--- src/rtl/kl_pipe_pkg.sv ---
// Shared pipeline definitions: default widths and the slot record carried by the
// S0/S1 pipeline registers.
package kl_pipe_pkg;

   localparam int unsigned INST_W = 16;
   localparam int unsigned ADDR_W = 8;

   typedef struct packed {
      logic              valid;
      logic [ADDR_W-1:0] pc;
      logic [INST_W-1:0] inst;
   } inst_slot_t;

endpackage

--- src/rtl/inst_ring.sv ---
// Synchronous ring buffer with a 2-wide push, 0..2-wide pop and a flush.
// The two oldest entries are always visible on head0_o/head1_o.
module inst_ring #(
   parameter int unsigned W     = 24,
   parameter int unsigned DEPTH = 8,
   localparam int unsigned PTR_W = $clog2(DEPTH),
   localparam int unsigned CNT_W = PTR_W + 1
) (
   input  logic             clk,
   input  logic             rst_n,
   input  logic             flush_i,
   input  logic             push_i,
   input  logic [W-1:0]     push_data0_i,
   input  logic [W-1:0]     push_data1_i,
   input  logic [1:0]       pop_n_i,
   output logic [CNT_W-1:0] count_o,
   output logic [W-1:0]     head0_o,
   output logic [W-1:0]     head1_o
);

   logic [W-1:0]     mem_q [DEPTH];
   logic [PTR_W-1:0] rd_q, rd_d;
   logic [PTR_W-1:0] wr_q, wr_d;
   logic [CNT_W-1:0] count_q, count_d;
   logic             wr_en_c;

   assign wr_en_c = push_i && !flush_i && rst_n;

   // Pointer and occupancy update; flush collapses the read side onto the write side.
   always_comb begin
      rd_d    = rd_q;
      wr_d    = wr_q;
      count_d = count_q;
      if (flush_i) begin
         rd_d    = wr_q;
         count_d = '0;
      end else begin
         rd_d = rd_q + PTR_W'(pop_n_i);
         if (push_i) begin
            wr_d = wr_q + PTR_W'(2);
         end
         count_d = count_q + (push_i ? CNT_W'(2) : CNT_W'(0)) - CNT_W'(pop_n_i);
      end
   end

   always_ff @(posedge clk) begin
      if (!rst_n) begin
         rd_q    <= '0;
         wr_q    <= '0;
         count_q <= '0;
      end else begin
         rd_q    <= rd_d;
         wr_q    <= wr_d;
         count_q <= count_d;
      end
   end

   // Storage needs no reset: occupancy alone decides what is live.
   always_ff @(posedge clk) begin
      if (wr_en_c) begin
         mem_q[wr_q]              <= push_data0_i;
         mem_q[wr_q + PTR_W'(1)]  <= push_data1_i;
      end
   end

   always_ff @(posedge clk) begin
      if (rst_n && !flush_i) begin
         assert (32'(pop_n_i) <= 32'(count_q));
         assert (!push_i || (32'(count_q) + 32'd2 - 32'(pop_n_i) <= DEPTH));
      end
   end

   assign count_o = count_q;
   assign head0_o = mem_q[rd_q];
   assign head1_o = mem_q[rd_q + PTR_W'(1)];

endmodule

--- src/rtl/dual_fetch_queue.sv ---
// Fetch/queue stage feeding DECODE (S0) of both issue pipes: fetches instruction pairs
// into a ring and hands the two oldest to P0/P1 when the hazard unit allows.
module dual_fetch_queue #(
   parameter int unsigned INST_W = kl_pipe_pkg::INST_W,
   parameter int unsigned ADDR_W = kl_pipe_pkg::ADDR_W,
   parameter int unsigned DEPTH  = 8
) (
   input  logic                    clk,
   input  logic                    rst_n,
   input  logic                    fetch_next,
   input  logic                    redirect_valid,
   input  logic [ADDR_W-1:0]       redirect_pc,
   output logic                    imem_req,
   output logic [ADDR_W-1:0]       imem_addr,
   input  logic [2*INST_W-1:0]     imem_rdata,
   output logic                    s0_p0_valid,
   output logic [ADDR_W-1:0]       s0_p0_pc,
   output logic [INST_W-1:0]       s0_p0_inst,
   output logic                    s0_p1_valid,
   output logic [ADDR_W-1:0]       s0_p1_pc,
   output logic [INST_W-1:0]       s0_p1_inst,
   output logic [$clog2(DEPTH):0]  queue_count
);

   import kl_pipe_pkg::inst_slot_t;

   localparam int unsigned CNT_W = $clog2(DEPTH) + 1;
   localparam int unsigned ENT_W = ADDR_W + INST_W;

   logic [ADDR_W-1:0] fetch_pc_q, fetch_pc_d;
   logic              inflight_q, inflight_d;
   inst_slot_t        p0_q, p0_d;
   inst_slot_t        p1_q, p1_d;

   logic [CNT_W-1:0]  count;
   logic [ENT_W-1:0]  head0, head1;
   logic [ENT_W-1:0]  push_data0, push_data1;
   logic [ADDR_W-1:0] pair_pc_c;
   logic              space_ok_c;
   logic              push_c;
   logic              issue_c;
   logic [1:0]        pop_n_c;

   // Reserve room for both the pair already in flight and the one about to be requested.
   assign space_ok_c = (32'(count) + (inflight_q ? 32'd2 : 32'd0)) <= 32'(DEPTH - 2);
   assign imem_req   = rst_n && !redirect_valid && space_ok_c;
   assign imem_addr  = fetch_pc_q;

   // fetch_pc has already stepped past the pair now returning.
   assign pair_pc_c  = fetch_pc_q - ADDR_W'(2);
   assign push_c     = inflight_q && !redirect_valid;
   assign push_data0 = {pair_pc_c,               imem_rdata[INST_W-1:0]};
   assign push_data1 = {pair_pc_c + ADDR_W'(1),  imem_rdata[2*INST_W-1:INST_W]};

   assign issue_c = fetch_next && !redirect_valid;

   always_comb begin
      pop_n_c = 2'd0;
      if (issue_c) begin
         pop_n_c = (count >= CNT_W'(2)) ? 2'd2 : count[1:0];
      end
   end

   inst_ring #(
      .W     (ENT_W),
      .DEPTH (DEPTH)
   ) u_ring (
      .clk          (clk),
      .rst_n        (rst_n),
      .flush_i      (redirect_valid),
      .push_i       (push_c),
      .push_data0_i (push_data0),
      .push_data1_i (push_data1),
      .pop_n_i      (pop_n_c),
      .count_o      (count),
      .head0_o      (head0),
      .head1_o      (head1)
   );

   // Fetch address and in-flight tracking.
   always_comb begin
      fetch_pc_d = fetch_pc_q;
      inflight_d = imem_req;
      if (redirect_valid) begin
         fetch_pc_d = redirect_pc;
      end else if (imem_req) begin
         fetch_pc_d = fetch_pc_q + ADDR_W'(2);
      end
   end

   // S0 slots: oldest entry goes to P0; held unchanged while the hazard unit stalls.
   always_comb begin
      p0_d = p0_q;
      p1_d = p1_q;
      if (redirect_valid) begin
         p0_d.valid = 1'b0;
         p1_d.valid = 1'b0;
      end else if (fetch_next) begin
         p0_d.valid = (pop_n_c != 2'd0);
         p1_d.valid = (pop_n_c == 2'd2);
         if (pop_n_c != 2'd0) begin
            p0_d.pc   = head0[ENT_W-1 -: ADDR_W];
            p0_d.inst = head0[INST_W-1:0];
         end
         if (pop_n_c == 2'd2) begin
            p1_d.pc   = head1[ENT_W-1 -: ADDR_W];
            p1_d.inst = head1[INST_W-1:0];
         end
      end
   end

   always_ff @(posedge clk) begin
      if (!rst_n) begin
         fetch_pc_q <= '0;
         inflight_q <= 1'b0;
         p0_q       <= '0;
         p1_q       <= '0;
      end else begin
         fetch_pc_q <= fetch_pc_d;
         inflight_q <= inflight_d;
         p0_q       <= p0_d;
         p1_q       <= p1_d;
      end
   end

   assign s0_p0_valid = p0_q.valid;
   assign s0_p0_pc    = p0_q.pc;
   assign s0_p0_inst  = p0_q.inst;
   assign s0_p1_valid = p1_q.valid;
   assign s0_p1_pc    = p1_q.pc;
   assign s0_p1_inst  = p1_q.inst;
   assign queue_count = count;

endmodule

--- config.mk ---
export PLATFORM = sky130hd
export DESIGN_NAME = dual_fetch_queue
export DESIGN_NICKNAME = d
export VERILOG_FILES = /design/src/rtl/kl_pipe_pkg.sv /design/src/rtl/inst_ring.sv /design/src/rtl/dual_fetch_queue.sv
export SDC_FILE = /design/constraint.sdc
export NUM_CORES = 1
export LEC_CHECK = 0
export BUFFER_PORTS_ARGS = -buffer_cell sky130_fd_sc_hd__buf_4
export CAP_MARGIN = 40
export CORE_ASPECT_RATIO = 0.7
export CORE_MARGIN = 1
export CORE_UTILIZATION = 46
export CTS_CLUSTER_DIAMETER = 120
export DETAILED_ROUTE_END_ITERATION = 8
export PLACE_DENSITY = 0.75
export SYNTH_ARGS = -nofsm -noshare
export SYNTH_HDL_FRONTEND = slang
export SYNTH_SLANG_ARGS = --single-unit
--- constraint.sdc ---
create_clock -name clk -period 2.4 [get_ports clk]
set_input_delay 0.36 -clock clk [delete_from_list [all_inputs] [get_ports clk]]
set_output_delay 0.36 -clock clk [all_outputs]
set_load 0.05 [all_outputs]
==> results of run 1 <==
## worst max-delay path by stage
| stage | from | to | depth (start not counted) |
|---|---|---|---|
| 6_report | u_ring.count_o[1] | imem_req | 6 |
| 5_1_grt | u_ring.count_o[1] | imem_req | 6 |
| 4_1_cts | inflight_q | imem_req | 6 |
| 3_5_place_dp | u_ring.count_o[2] | u_ring.count_o[3] | 11 |
| 3_3_place_gp | redirect_valid | u_ring.count_o[3] | 10 |
| 2_1_floorplan | u_ring.count_o[2] | u_ring.count_o[3] | 11 |
## per-layer routing
layer | routed length (um) | track usage | vias to the layer above | share of wire
li1 | - | - | 3038 | -
met1 | 10700 | 0.279 | 3429 | 0.43
met2 | 12000 | 0.323 | 235 | 0.48
met3 | 1640 | 0.0335 | 27 | 0.066
met4 | 372 | 0.0382 | 0 | 0.015
met5 | 0 | 0 | - | 0
## per-stage QoR
step	utilization	std cells	power, mW	instance area, um2
detailed placement	0.530	1113	6.20	12700
global route	0.565	1158	10.3	13600
CTS	0.565	1158	10.1	13600
global placement	0.530	1112	6.18	12700
floorplan	-	713	5.82	11400
finish	0.565	1158	10.0	13600
## cells in the mapped netlist (2+ instances only)
library cell,n
buf_1,3
and3_1,7
and3_2,2
xnor2_1,7
a32o_1,2
mux4_2,96
o31a_1,2
xor2_1,9
and2_1,4
a21oi_1,28
nand2_1,56
a211oi_1,2
buf_4,2
nand3_1,5
a31oi_1,25
nor2_1,10
buf_2,23
o21a_1,3
dfxtp_1,68
clkbuf_1,21
inv_1,18
nand2b_1,2
nor3b_1,2
nor3_1,7
o21ai_0,54
edfxtp_1,192
ha_1,18
nor4_1,2
nor2b_1,3
mux2i_1,26
## cell families (layout without fill, tap and decap cells)
| kind of cell | count (synthesis) | in the layout |
|---|---|---|
| flops | 260 | 260 |
| mux | 123 | 123 |
| compound gates | 122 | 122 |
| simple gates | 105 | 105 |
| buf+inv | 68 | 195 |
| fa+ha+maj | 19 | 19 |
| xor+xnor | 16 | 16 |
## sequential cells by signal, summed over array words and instances (netlist names)
register	flops
s0_p0_pc	8
s0_p0_inst	16
s0_p1_pc	8
s0_p0_valid	1
s0_p1_inst	16
u_ring.count_o	4
u_ring.rd_q	3
s0_p1_valid	1
u_ring.wr_q	2
inflight_q	1
imem_addr	8
u_ring.mem_q	192
## timing repair
action                     in CTS  in global routing
hold buffers                    0                  0
setup buffers                   1                  0
setup endpoints to repair       1                  3
gates resized for setup         1                  3
## cell type report
| cell class | instances | share of cell area |
|---|---|---|
| Tap cell | 318 | 0.0293 |
| Inverter | 18 | 0.00498 |
| Clock inverter | 13 | 0.0107 |
| Clock buffer | 31 | 0.0500 |
| Timing Repair Buffer | 133 | 0.0812 |
| Sequential cell | 260 | 0.526 |
| Multi-Input combinational cell | 385 | 0.298 |
## critical path: stages, from the launching register on
cell and delay (ns):
dfxtp_1 0.34, ha_1 0.22, ha_1 0.20, xnor2_1 0.16, nand4_1 0.21, inv_2 0.11, buf_4 0.19
## power by group through the flow
stage	logic [mW]	clock network [mW]	registers [mW]
2_1_floorplan	0.446	0	5.37
3_3_place_gp	1.05	0	5.14
3_5_place_dp	1.06	0	5.14
4_1_cts	1.07	3.98	5.04
5_1_grt	1.14	4.13	5.05
6_report	1.07	3.91	5.05
==> summary.txt, run 1 <==
Setup path
  – R2R Path End: u_ring.count_o[3]
  – CP arrival: 1.94 ns
  – Worst-path fanout max: 4
  – R2R cell count: 11
  – Critical Path Source Type: flop
  – Worst reg-to-reg setup slack: 0.19 ns
  – CP Capture Type: output pin
  – Setup CP Type: flop to output pin
  – R2R Path Start: u_ring.count_o[2]
  – Required @ worst endpoint: 2.04 ns

Logic synthesis
  – Ys async rst share: 0
  – Cells after synthesis: 713
  – Largest family of logic cells by synthesized area: multiplexers
  – Number of library cell types mapped by synthesis: 44
  – Synthesized area: 0.0114 mm2
  – Synth Area in Compound Gates: 0.0609
  – Syn nets: 776
  – Synth top area cells: edfxtp_1 50%, mux4_2 19%, dfxtp_1 12%, o21ai_0 2.4%, mux2i_1 2.3%
  – Seq/Total Area, Yosys: 0.624
  – Top FF cell, synth: edfxtp_1
  – Simple-gate portion of the synthesized area: 0.0428
  – Xor/xnor cell area share of the yosys netlist: 0.0123
  – Post-synth EDFFs: 192
  – Mean Syn Cell Area: 16.0 um2
  – Post-synthesis adder-cell area fraction: 0.0215
  – Synth warn: 0
  – Area share of the largest cell type after synthesis: 0.504
  – Mux contribution to synthesized area: 0.213
  – Leading area contributor after synthesis: edfxtp_1
  – Yosys reg bits: 260

Clocking
  – Clock transition at path regs: 0.06 ns
  – Clk sinks: 260
  – CTS buffer count: 24
  – Clk Latency, worst-skew pair: 0.51 ns
  – Root buffer cell: clkbuf_16
  – H-tree levels: 1
  – TritonCTS clock tree: yes
  – CTS Buffer Depth: 3

GRT
  – Largest net degree at the start of global routing: 98
  – Number of global-route vias before repair: 6773
  – Global-route wire length before repair: 38300 um
  – Tot GR Track Use: 0.197
  – Initial antenna violation count: 0
  – Gr ovfl total: 0

STA
  – Worst Setup Slack, final: 0.0985 ns
  – Final Skew: 0.00687 ns
  – Post-route clock period utilization: 0.959
  – RSZ-0062 raised after global routing: no
  – Max Transition Viols Final: 0
  – Fin crit period: 2.30 ns
  – Worst hold margin: 0.0508 ns
  – Final setup TNS: 0 ns
  – Hold Vio Cnt, Final: 0
  – Least-Margin Pin Slew: 0.633 ns
  – Fmax: 434 MHz
  – Final setup fails: 0
  – Headroom to the max-slew limit: 0.578

Final layout
  – Area growth, synth to finish: 18.7%
  – Layout cells sized above 1: 0.350
  – Commonest non-fill, non-tap cell in the layout: edfxtp_1
  – Antenna diode count: 0
  – Most frequent cells in the layout: 192 x edfxtp_1, 124 x buf_4, 96 x mux4_2, 62 x dfxtp_1, 55 x nand2_1
  – Register area: 0.00714 mm2
  – Post-layout net count: 885
  – Multi-input logic area: 0.00404 mm2
  – Fillers: 1869

Routing
  – Vias post-DR: 6729
  – DRC viols: 0
  – Average wire per standard cell: 21.4 um
  – DRT iter0 DRCs: 525
  – Final WL: 24700 um
  – ANT nets after route: 0
  – TritonRoute pass-1 iters: 5
  – Post-detailed-route via-to-cell ratio: 5.81

Pwr
  – Maximum vdd ir drop: 0.634 mV
  – Comb pwr share: 0.107
  – Power per cell area: 739 mW/mm2
  – Internal: 7.68 mW
  – Switch share: 0.234
  – Leakage: 4.64 nW
  – Sw Pwr: 2.34 mW
  – Clock power frac: 0.390
  – Reg power frac: 0.503

Floorplanning
  – Cell Rows: 47
  – Core region area: 0.0240 mm2
  – # IOs: 107
  – Initial Utilization: 0.476
  – Chip height: 134 um
  – Die ar.: 0.0255 mm2
  – Die width: 190 um

Placement
  – GPL Wtd Cong: 0.787
  – Detailed Place HPWL: 15200 um
  – Post-Place Worst Slack: 0.119 ns
  – IO Port Bufs: 106

Run
  – Max Cap Viol: 0

Status
  – Status: completed

Min path
  – Worst Hold End: u_ring.mem_q[0][12]
  – Hold Path Depth: 1
  – Hold path start: imem_rdata[12]
  – Worst min path class: input port to flop
No activity file was read; power rests on OpenSTA's default activity.
==> run 2, diff against run 1 <==
--- a/config.mk
+++ b/config.mk
@@ -5,6 +5,7 @@
 export SDC_FILE = /design/constraint.sdc
 export NUM_CORES = 1
 export LEC_CHECK = 0
+export ABC_AREA = 1
 export BUFFER_PORTS_ARGS = -buffer_cell sky130_fd_sc_hd__buf_4
 export CAP_MARGIN = 40
 export CORE_ASPECT_RATIO = 0.7
@@ -12,7 +13,8 @@
 export CORE_UTILIZATION = 46
 export CTS_CLUSTER_DIAMETER = 120
 export DETAILED_ROUTE_END_ITERATION = 8
-export PLACE_DENSITY = 0.75
+export PLACE_DENSITY = 0.74
+export SETUP_SLACK_MARGIN = 0.5
 export SYNTH_ARGS = -nofsm -noshare
 export SYNTH_HDL_FRONTEND = slang
 export SYNTH_SLANG_ARGS = --single-unit
==> run 2 against run 1 <==
Net effect:
- sequential power about the same
- count of clock-buffer cells in the layout rose by 8
- critical path depth up 8
- final area rose by 16%
- first-iteration DRC count rose by 120%
- power grew 8.2%
- cell count is 77% higher
- global-route usage increased by 4.5 points
- register-to-register slack better by 0.11 ns
- clock skew grew 0.0012 ns
==> summary.txt, run 2 <==
Logic synthesis
  – Seq/Total Area, Yosys: 0.551
  – Mean Syn Cell Area: 8.30 um2
  – Synthesized area: 0.0129 mm2
  – Synth warn: 0
  – Yosys reg bits: 260
  – Number of library cell types mapped by synthesis: 28
  – Synth top cells by count: 404 x nand2_1, 308 x nand3_1, 244 x inv_1
  – Simple-gate portion of the synthesized area: 0.258
  – Post-synthesis adder-cell area fraction: 0.0190
  – Mux contribution to synthesized area: 0
  – Post-synth EDFFs: 192
  – Ys async rst share: 0
  – Syn nets: 1620
  – Area share of the largest cell type after synthesis: 0.446
  – Xor/xnor cell area share of the yosys netlist: 0.00542
  – Largest family of logic cells by synthesized area: simple AND/OR/NAND/NOR gates
  – Cells after synthesis: 1557
  – Synth Area in Compound Gates: 0.0615
  – Count leader, synth: nand2_1
  – Top FF cell, synth: edfxtp_1
  – Synth top area cells: edfxtp_1 45%, nand3_1 12%, nand2_1 12%, dfxtp_1 11%, inv_1 7.1%
  – Leading area contributor after synthesis: edfxtp_1

Min path
  – Hold path start: imem_rdata[7]
  – Worst Hold End: u_ring.mem_q[4][7]
  – Worst min path class: input port to flop
  – Hold Path Depth: 1

Floorplanning
  – Initial Utilization: 0.476
  – Die ar.: 0.0288 mm2
  – Die width: 202 um
  – Cell Rows: 50
  – # IOs: 107
  – Core region area: 0.0272 mm2
  – Chip height: 142 um

STA
  – Worst hold margin: 0.0160 ns
  – Post-route clock period utilization: 0.877
  – Least-Margin Pin Slew: 0.580 ns
  – RSZ-0062 raised after global routing: yes
  – Hold Vio Cnt, Final: 0
  – Fmax: 475 MHz
  – Fin crit period: 2.10 ns
  – Final setup fails: 0
  – Max Transition Viols Final: 0
  – Headroom to the max-slew limit: 0.613
  – Final Skew: 0.00811 ns

Final layout
  – Most frequent cells in the layout: 400 x nand2_1, 304 x nand3_1, 234 x inv_1, 192 x edfxtp_1, 148 x buf_4
  – Area growth, synth to finish: 21.4%
  – Max reg flops: 192
  – Layout cells sized above 1: 0.160
  – Commonest non-fill, non-tap cell in the layout: nand2_1
  – Design area: 0.0157 mm2
  – Fin util: 0.578
  – Largest Register: u_ring.mem_q
  – Post-layout net count: 1726
  – Antenna diode count: 0
  – Fillers: 2315

Placement
  – GPL Wtd Cong: 0.811
  – Detailed Place HPWL: 21600 um
  – Dpl cell area: 0.0143 mm2
  – IO Port Bufs: 106

Routing
  – Vias post-DR: 11100
  – Average wire per standard cell: 17.5 um
  – TritonRoute pass-1 iters: 6
  – DRC viols: 0
  – DRT iter0 DRCs: 1166
  – Final WL: 35900 um
  – Post-detailed-route via-to-cell ratio: 5.43
  – ANT nets after route: 0

Clocking
  – TritonCTS clock tree: yes
  – Clock transition at path regs: 0.07 ns
  – CTS Buffer Depth: 3
  – Clk Latency, worst-skew pair: 0.54 ns
  – Root buffer cell: clkbuf_16
  – H-tree levels: 1
  – Clk sinks: 260
  – CTS buffer count: 26

Setup path
  – CP Capture Type: flop
  – CP arrival: 2.58 ns
  – Crit path launch: u_ring.count_o[3]
  – Worst reg-to-reg setup slack: 0.30 ns
  – Required @ worst endpoint: 2.87 ns
  – R2R Path End: u_ring.count_o[2]
  – Worst-path fanout max: 3
  – R2R Path Start: u_ring.count_o[3]
  – R2R cell count: 14
  – Setup CP Type: flop to flop
  – Critical Path Source Type: flop

GRT
  – Initial antenna violation count: 0
  – Number of global-route vias before repair: 10400
  – Tot GR Track Use: 0.242
  – Global-route wire length before repair: 54900 um
  – Largest net degree at the start of global routing: 154
  – Gr ovfl total: 0

Pwr
  – Power per cell area: 691 mW/mm2
  – Total chip power: 10.8 mW
  – Maximum vdd ir drop: 0.486 mV
  – Leakage: 6.88 nW

Run
  – Max Cap Viol: 0

Status
  – Status: completed
==> run 2: worst max path at each step <==
stage	slack, ns	depth (start not counted)	to
2_1_floorplan	-0.002	4	u_ring.mem_q[0][0]
3_3_place_gp	0.17	13	u_ring.count_o[2]
3_5_place_dp	0.16	13	u_ring.count_o[2]
4_1_cts	0.26	6	imem_req
5_1_grt	0.22	14	u_ring.count_o[3]
6_report	0.30	14	u_ring.count_o[2]
==> run 2: layer usage <==
metal	wire, um	GRT usage
met5	0	0
met4	1170	0.0839
met3	3440	0.0412
met2	16200	0.385
met1	15100	0.336
==> run 2: what timing repair did <==
action	4_1_cts	5_1_grt
endpoints found under the hold margin	2	0
gates cloned	0	2
buffers inserted	10	16
pin swaps	7	12
gates resized for setup	18	33
hold buffers	1	0
endpoints found under the setup margin	47	51
==> run 2: through the flow <==
stage                     setup slack, ns  TNS [ns]  instances
final                               0.296         0       2047
after global routing                0.222         0       2047
after CTS                           0.259         0       2029
after detailed placement            0.155         0       1970
after global placement              0.174         0       1970
after floorplan                  -0.00178    -0.342       1557
==> run 2: cells by family (layout without fill, tap and decap cells) <==
family | Yosys count | count (layout)
xor gates and xnor gates | 8 | 8
adders and majority gates | 19 | 19
and+or+nand+nor | 773 | 773
AOI/OAI and AO/OA | 158 | 158
buffers and inverters | 339 | 465
DFF | 260 | 260
==> run 2: layout make-up <==
type	count	area (um2)	area share
Inverter	248	966	0.0615
Sequential cell	260	7150	0.456
Multi-Input combinational cell	958	4680	0.298
Clock inverter	9	144	0.00916
Clock buffer	39	801	0.0510
Tap cell	364	455	0.0290
Timing Repair Buffer	169	1500	0.0955
==> run 2: where the power goes <==
part / switching, mW / internal, mW
logic: 0.906 / 0.469
registers: 0.0650 / 4.95
clock network: 1.73 / 2.72
total: 2.70 / 8.15
==> run 2: critical path, cell delays in order (launching register included) <==
cell,delay (ns)
dfxtp_4,0.35
inv_4,0.06
ha_4,0.13
inv_4,0.04
nor2_4,0.13
nor2_8,0.05
inv_4,0.07
nand3_4,0.06
o21ai_2,0.08
inv_2,0.06
ha_4,0.22
ha_4,0.15
fa_2,0.51
inv_1,0.04
nor2_1,0.08
